[src/rtl/cmip_pkg.sv]
// Shared definitions for the CMIP FIFO read-side width converter.
//   state_t        : controller states (ST_IDLE: no word held, ST_STREAM: beats pending)
//   calc_ratio     : narrow beats per wide word
//   calc_beat_wdth : width of a beat index able to address every beat
package cmip_pkg;

  typedef enum logic {
    ST_IDLE   = 1'b0,
    ST_STREAM = 1'b1
  } state_t;

  function automatic int calc_ratio(input int in_wdth, input int out_wdth);
    return in_wdth / out_wdth;
  endfunction

  // A one-bit index is kept even for degenerate ratios so port widths stay legal.
  function automatic int calc_beat_wdth(input int ratio);
    return (ratio <= 2) ? 1 : $clog2(ratio);
  endfunction

endpackage

[src/rtl/cmip_beat_mux.sv]
// Combinational slice selector: picks narrow beat beat_idx out of a wide word.
//   word     in  IN_WDTH    held wide word
//   beat_idx in  BEAT_WDTH  beat number (0 = first beat on the wire)
//   dat      out OUT_WDTH   selected slice
// LSB_FIRST=1 sends the least significant slice first; 0 sends the most
// significant slice first.
module cmip_beat_mux #(
  parameter int IN_WDTH   = 512,
  parameter int OUT_WDTH  = 128,
  parameter int LSB_FIRST = 1,
  parameter int BEAT_WDTH = 2
) (
  input  logic [IN_WDTH-1:0]   word,
  input  logic [BEAT_WDTH-1:0] beat_idx,
  output logic [OUT_WDTH-1:0]  dat
);

  localparam int RATIO = IN_WDTH / OUT_WDTH;

  logic [OUT_WDTH-1:0] slices [RATIO];

  // Reorder slices at elaboration time so the runtime select is a plain index.
  for (genvar gi = 0; gi < RATIO; gi++) begin : g_slice
    if (LSB_FIRST != 0) begin : g_lsb
      assign slices[gi] = word[gi*OUT_WDTH +: OUT_WDTH];
    end else begin : g_msb
      assign slices[gi] = word[(RATIO-1-gi)*OUT_WDTH +: OUT_WDTH];
    end
  end

  assign dat = slices[beat_idx];

endmodule

[src/rtl/cmip_fifo_rd_dnsz.sv]
// Read-side consumer for an FWFT FIFO: pops one wide word, holds it and
// emits it as RATIO narrow beats on a valid/ready stream, back to back across
// words when the FIFO has data.
//   i_clk, i_rst_n : clock, asynchronous active-low reset
//   i_fifo_empty   : FIFO empty flag;  i_fifo_dout: FIFO head word (FWFT)
//   o_fifo_rd      : combinational pop strobe to the FIFO
//   i_flush        : discard held word and return to idle
//   o_dat/o_vld/i_rdy/o_sop/o_eop : narrow output stream
//   o_busy         : a word is held
//   o_word_cnt     : words whose last beat was accepted (wrapping)
module cmip_fifo_rd_dnsz
  import cmip_pkg::*;
#(
  parameter int IN_WDTH   = 512,
  parameter int OUT_WDTH  = 128,
  parameter int LSB_FIRST = 1,
  parameter int CNT_WDTH  = 32
) (
  input  logic                i_clk,
  input  logic                i_rst_n,
  input  logic                i_fifo_empty,
  input  logic [IN_WDTH-1:0]  i_fifo_dout,
  output logic                o_fifo_rd,
  input  logic                i_flush,
  output logic [OUT_WDTH-1:0] o_dat,
  output logic                o_vld,
  input  logic                i_rdy,
  output logic                o_sop,
  output logic                o_eop,
  output logic                o_busy,
  output logic [CNT_WDTH-1:0] o_word_cnt
);

  localparam int RATIO     = calc_ratio(IN_WDTH, OUT_WDTH);
  localparam int BEAT_WDTH = calc_beat_wdth(RATIO);
  localparam logic [BEAT_WDTH-1:0] LAST_BEAT = BEAT_WDTH'(RATIO - 1);

  state_t               state_reg, state_next;
  logic [BEAT_WDTH-1:0] beat_idx_reg, beat_idx_next;
  logic [IN_WDTH-1:0]   hold_word_reg, hold_word_next;
  logic [CNT_WDTH-1:0]  word_cnt_reg, word_cnt_next;

  logic streaming;
  logic last_acc;
  logic pop;

  assign streaming = (state_reg == ST_STREAM);
  assign last_acc  = streaming && (beat_idx_reg == LAST_BEAT) && i_rdy;
  // Pop when nothing is held or the held word is leaving this cycle, which
  // lets the next word load with no idle beat. Reset is folded in because the
  // idle state alone would otherwise request a pop while reset is held.
  assign pop = i_rst_n && !i_fifo_empty && !i_flush && (!streaming || last_acc);

  always_ff @(posedge i_clk or negedge i_rst_n) begin
    if (!i_rst_n) begin
      state_reg     <= ST_IDLE;
      beat_idx_reg  <= '0;
      hold_word_reg <= '0;
      word_cnt_reg  <= '0;
    end else begin
      state_reg     <= state_next;
      beat_idx_reg  <= beat_idx_next;
      hold_word_reg <= hold_word_next;
      word_cnt_reg  <= word_cnt_next;
    end
  end

  always_comb begin
    state_next     = state_reg;
    beat_idx_next  = beat_idx_reg;
    hold_word_next = hold_word_reg;
    word_cnt_next  = word_cnt_reg;
    if (i_flush) begin
      // Flush wins even over a final-beat acceptance: that word is not counted.
      state_next    = ST_IDLE;
      beat_idx_next = '0;
    end else begin
      if (last_acc) begin
        word_cnt_next = word_cnt_reg + CNT_WDTH'(1);
      end
      if (pop) begin
        hold_word_next = i_fifo_dout;
        beat_idx_next  = '0;
        state_next     = ST_STREAM;
      end else if (streaming && i_rdy) begin
        if (beat_idx_reg == LAST_BEAT) begin
          state_next    = ST_IDLE;
          beat_idx_next = '0;
        end else begin
          beat_idx_next = beat_idx_reg + BEAT_WDTH'(1);
        end
      end
    end
  end

  cmip_beat_mux #(
    .IN_WDTH  (IN_WDTH),
    .OUT_WDTH (OUT_WDTH),
    .LSB_FIRST(LSB_FIRST),
    .BEAT_WDTH(BEAT_WDTH)
  ) u_beat_mux (
    .word    (hold_word_reg),
    .beat_idx(beat_idx_reg),
    .dat     (o_dat)
  );

  assign o_fifo_rd  = pop;
  assign o_vld      = streaming;
  assign o_busy     = streaming;
  // Qualified with the state so both flags read zero while idle and in reset.
  assign o_sop      = streaming && (beat_idx_reg == '0);
  assign o_eop      = streaming && (beat_idx_reg == LAST_BEAT);
  assign o_word_cnt = word_cnt_reg;

endmodule

[config.mk]
export PLATFORM = sky130hd
export DESIGN_NAME = cmip_fifo_rd_dnsz
export DESIGN_NICKNAME = d
export VERILOG_FILES = /design/src/rtl/cmip_pkg.sv /design/src/rtl/cmip_beat_mux.sv /design/src/rtl/cmip_fifo_rd_dnsz.sv
export SDC_FILE = /design/constraint.sdc
export NUM_CORES = 1
export LEC_CHECK = 0
export CORE_AREA = 2 2 262 264
export DETAILED_ROUTE_END_ITERATION = 8
export DIE_AREA = 0 0 264 266
export MAX_ROUTING_LAYER = met4
export PLACE_DENSITY = 0.68
export SLEW_MARGIN = 30
export SYNTH_ARGS = -nofsm -noshare
export SYNTH_HDL_FRONTEND = slang
export SYNTH_SLANG_ARGS = --single-unit
[constraint.sdc]
create_clock -name i_clk -period 5 [get_ports i_clk]
set_input_delay 1 -clock i_clk [delete_from_list [all_inputs] [get_ports i_clk]]
set_output_delay 1 -clock i_clk [all_outputs]
set_load 0.02 [all_outputs]
Yosys cells after proc, flatten, opt, wreduce, memory -nomap -nowiden
Cells that the tools add are included.
{ "classes": {"shifts": 0, "eq_ne": 1, "div": 0, "n_addsub": 2, "n_mul": 0, "reduce_logical": 17, "mux": 11, "bitwise_logic": 2, "magnitude_cmp": 1} }
{ "ops": {"columns": ["op", "n"], "rows": [
  ["$bmux W128 S2", 1],
  ["$mux W128", 2],
  ["$add A32 B1 Y32 const B", 1],
  ["$mux W2", 4],
  ["$logic_and A1 B1 Y1", 7],
  ["$reduce_and A2 Y1", 3],
  ["$reduce_bool A3 Y1", 2],
  ["$mux W1", 4],
  ["$ge A3 B3 Y1 const B", 1],
  ["$logic_not A1 Y1", 3],
  ["$not A2 Y3", 1],
  ["$add A2 B1 Y2 const B", 1],
  ["$eq A2 B2 Y1 const B", 1],
  ["$logic_not A2 Y1", 1],
  ["$logic_or A1 B1 Y1", 1],
  ["$not A1 Y1", 1]
]} }
{ "word_totals": {"in_bits": 517, "memories": 0, "elab_cells": 38, "rom_bits": 0, "ramBits": 0, "ff_bits": 547, "latchBits": 0, "out_inout_bits": 165} }

Logic depth before layout (Yosys ltp)
{ "depth": {"word_depth": 7, "depth_mapped": 7, "depth_no_buf": 6} }

By module
From an unflattened synthesis, not the netlist that was laid out.
{ "unflattened": {"hier_cells": 1392, "hier_area_um2": 23912.9} }
{ "modules_own_cells": {"columns": ["module", "seq_area_each_um2", "area_each_um2", "cells_per_inst", "instances"], "rows": [
  ["cmip_fifo_rd_dnsz", 13688.1, 20716.1, 1236, 1],
  ["cmip_beat_mux", 0.0, 3196.8, 156, 1]
]} }

Least setup slack after synthesis
No wires, ideal clock.
{ "synth_path": {"path_type": "input to output", "from": "input port i_fifo_empty", "to": "output port o_fifo_rd", "setup_slack_ps": 2216, "path_buffers": 2, "path_stages": 4, "required_ps": 4000, "arrival_time_ps": 1784, "path_cell_list": "nand2b_1 > a211oi_2 > buf_4 > buf_2"} }
{ "synth_between": {"elab_chain_len": 4} }
{ "synth_rtl": {"columns": ["item", "line", "rtl"], "rows": [
  ["start, declared", "cmip_fifo_rd_dnsz.sv:21", "input logic i_fifo_empty,"],
  ["$logic_not A1 Y1", "cmip_fifo_rd_dnsz.sv:52", "assign pop = i_rst_n && !i_fifo_empty && !i_flush && (!streaming || last_acc);"],
  ["$logic_and A1 B1 Y1 (3 in a row)", "cmip_fifo_rd_dnsz.sv:52", null],
  ["end, declared", "cmip_fifo_rd_dnsz.sv:23", "output logic o_fifo_rd,"]
]} }
No other way between the ends.

Final worst setup path
Same ends and word-level chain as after synthesis.

==> qor.txt <==
status - completed
total track usage - 18.9%
Fill cells - 5709
Avg Cell Area, Syn - 17.1 um^2
Cells after Synth - 1385
synthesized area - 23700 um^2
FF/Latch Area - 13700 um^2
syn nets - 1905
Worst Path Arrival - 2.91 ns
clk root buf - clkbuf_16
DP Worst Slack - 1.07 ns
largest net degree at the start of global routing - 164
Final Cell Area - 33500 um^2
power per cell area - 395 nW/um^2
Area Growth Syn to Fin - 41.2%
residual DRC count - 0
hold slack - 0.269 ns
setup TNS - 0 ns
fin nets - 2578
share of layout cells above drive strength 1 - 22.7%
FF-to-FF End - hold_word_reg[96]$_DFFE_PN0P_
clock buffer depth - 3
Die Area - 70200 um^2
worst slew pin tran - 0.927 ns
final wirelength - 65.0 mm
CTS Sinks - 547
Final WS setup - 1.09 ns
r2r setup slk - 1.95 ns
Die Ht - 266 um
max-cap violations - 0
Horiz. Die Dim - 264 um
grt total ovfl - 0
CORE AREA - 67700 um^2
vias per inst - 4.88
post-CTS resize count - 0
Hold Violations, Final - 0
Synth Flop Type - dfrtp_1
Iteration-0 DRC Markers - 634
Seq cells post-synth - 547
Num CTS Buffers - 59
sequential share of the synthesized area - 57.7%
antenna-violating nets left - 0
crit start category - primary input
Final Power - 0.0132 W
H-tree levels - 2
minimum clock period - 3.91 ns
Ports - 682
first-pass detailed-route iteration total - 4
vias in the first global route - 16500
Fmax achieved - 256 MHz
post-synthesis async set-or-reset flop share - 100%
Critical Path Sink Type - primary output
wire per inst - 21.7 um
clock latency at the later pin of the worst-skew pair - 0.60 ns
CTS Hold Bufs - 0
port bufs - 681
fin crit share - 78.2%
first-pass GRT wire length - 99.3 mm
RR Startpoint - beat_idx_reg[0]$_DFFE_PN0P_
Initial Util - 35.0%
RSZ-0062 raised after global routing - no
Leak Pwr - 13.4 nW
skew final - 0.00899 ns
worst r2r path cells - 6
Final Setup Violations - 0
CTS tree - done
max-slew violation count - 0
DP HPWL - 47.4 mm
Synth warnings - 0
multi-input logic area - 9460 um^2
CTS clk-pin slew, worst paths - 0.06 ns
Worst VDD drop - 0.316 mV
critical path class - in2out
most common cell after layout, fill and taps aside - clkdlybuf4s50_1
Post-synth EDFFs - 0
post-CTS setup buffers - 0
Rel. slew slack - 38.2%
max reg flops - 512
GP Congestion - 0.850
area post-placement - 31300 um^2
hold crit path type - in2async
worst-path maximum fanout - 5
Critical Path RT - 4.00 ns
most frequent cells in the layout - clkdlybuf4s50_1 (680), dfrtp_1 (545), mux2_1 (300)
initial antenna violation count - 13
row cnt - 96
Unique masters post-synth - 34
Vias - 14600
-- critical path, stage by stage --
cell	delay [ns]
clkdlybuf4s50_1	0.45
nand2b_1	0.22
a211oi_4	0.45
clkdlybuf4s50_1	0.79
-- cell families (layout without fill, tap and decap cells) --
family,count (synthesis),after routing,share of synthesized area (%)
multiplexers,642,642,36.6
flip-flops,547,547,57.7
buffers and inverters,90,809,2.36
AND/OR/NAND/NOR,69,69,1.92
XOR/XNOR,31,31,1.15
adder cells (fa/ha/maj),3,3,0.158
AO/OA/AOI/OAI,3,3,0.0950
other,0,15,0
-- through the flow --
step / instances / util, %
CTS: 2985 / 49.3
detailed placement: 2878 / 46.2
floorplan: 1385 / -
global route: 2999 / 49.4
global placement: 2878 / 46.2
finish: 3001 / 49.4
-- power breakdown --
group	internal [W]	total (W)	switching, W
logic	0.00172	0.00278	0.00107
registers	0.00534	0.00581	0.000466
clock network	0.00281	0.00461	0.00180
-- Yosys cell counts, types with 2 or more instances --
cell type    n  area, um^2
mux2_2     213        2400
xor2_1       8        70.1
clkbuf_1    11        41.3
nor3_2       2        20.0
nor4_4       3        63.8
mux2_1     300        3380
dfrtp_1    547       13700
ha_1         3        37.5
nand4_1      8        50.1
buf_6        7        78.8
and4_1       2        17.5
buf_2       31         155
xnor2_1     23         201
and3_1       5        31.3
nand2_1     18        67.6
buf_4       35         263
nand3_2      2        20.0
nor3_1       5        25.0
nor2_1       5        18.8
nand3_1      6        30.0
mux4_2     128        2880
and2_1       6        37.5
a21oi_1      2        10.0
inv_1        2        7.51
buf_1        4        15.0
-- final cells by class --
cell class              instances  share of cell area, %
clock inverters                25                  0.931
clock buffers                  82                   5.28
diodes                         15                  0.112
repair buffers                700                   21.2
well taps                     882                   3.30
flip-flops and latches        547                   40.9
multi-input cells             748                   28.3
inverters                       2                 0.0224
-- metal layers --
| metal | wire length (um) | up-vias | GRT usage (%) |
|---|---|---|---|
| met1 | 24000 | 7557 | 20.5 |
| met4 | 2300 | 0 | 7.32 |
| met2 | 33400 | 454 | 32.1 |
| met3 | 5270 | 115 | 6.40 |
| met5 | 0 | - | - |
| li1 | - | 6516 | - |
-- how the worst max path moves through the flow --
| stage | startpoint | end | slack, ns | cells after the start |
|---|---|---|---|---|
| CTS | beat_idx_reg[0]$_DFFE_PN0P_ | o_dat[86] | 1.03 | 3 |
| global route | i_fifo_empty | o_fifo_rd | 0.94 | 4 |
| global placement | i_fifo_empty | o_fifo_rd | 1.07 | 4 |
| detailed placement | i_fifo_empty | o_fifo_rd | 1.07 | 4 |
| finish | i_fifo_empty | o_fifo_rd | 1.09 | 4 |
| floorplan | i_fifo_empty | o_fifo_rd | 2.22 | 4 |
Power figures use the tool's default switching activity.
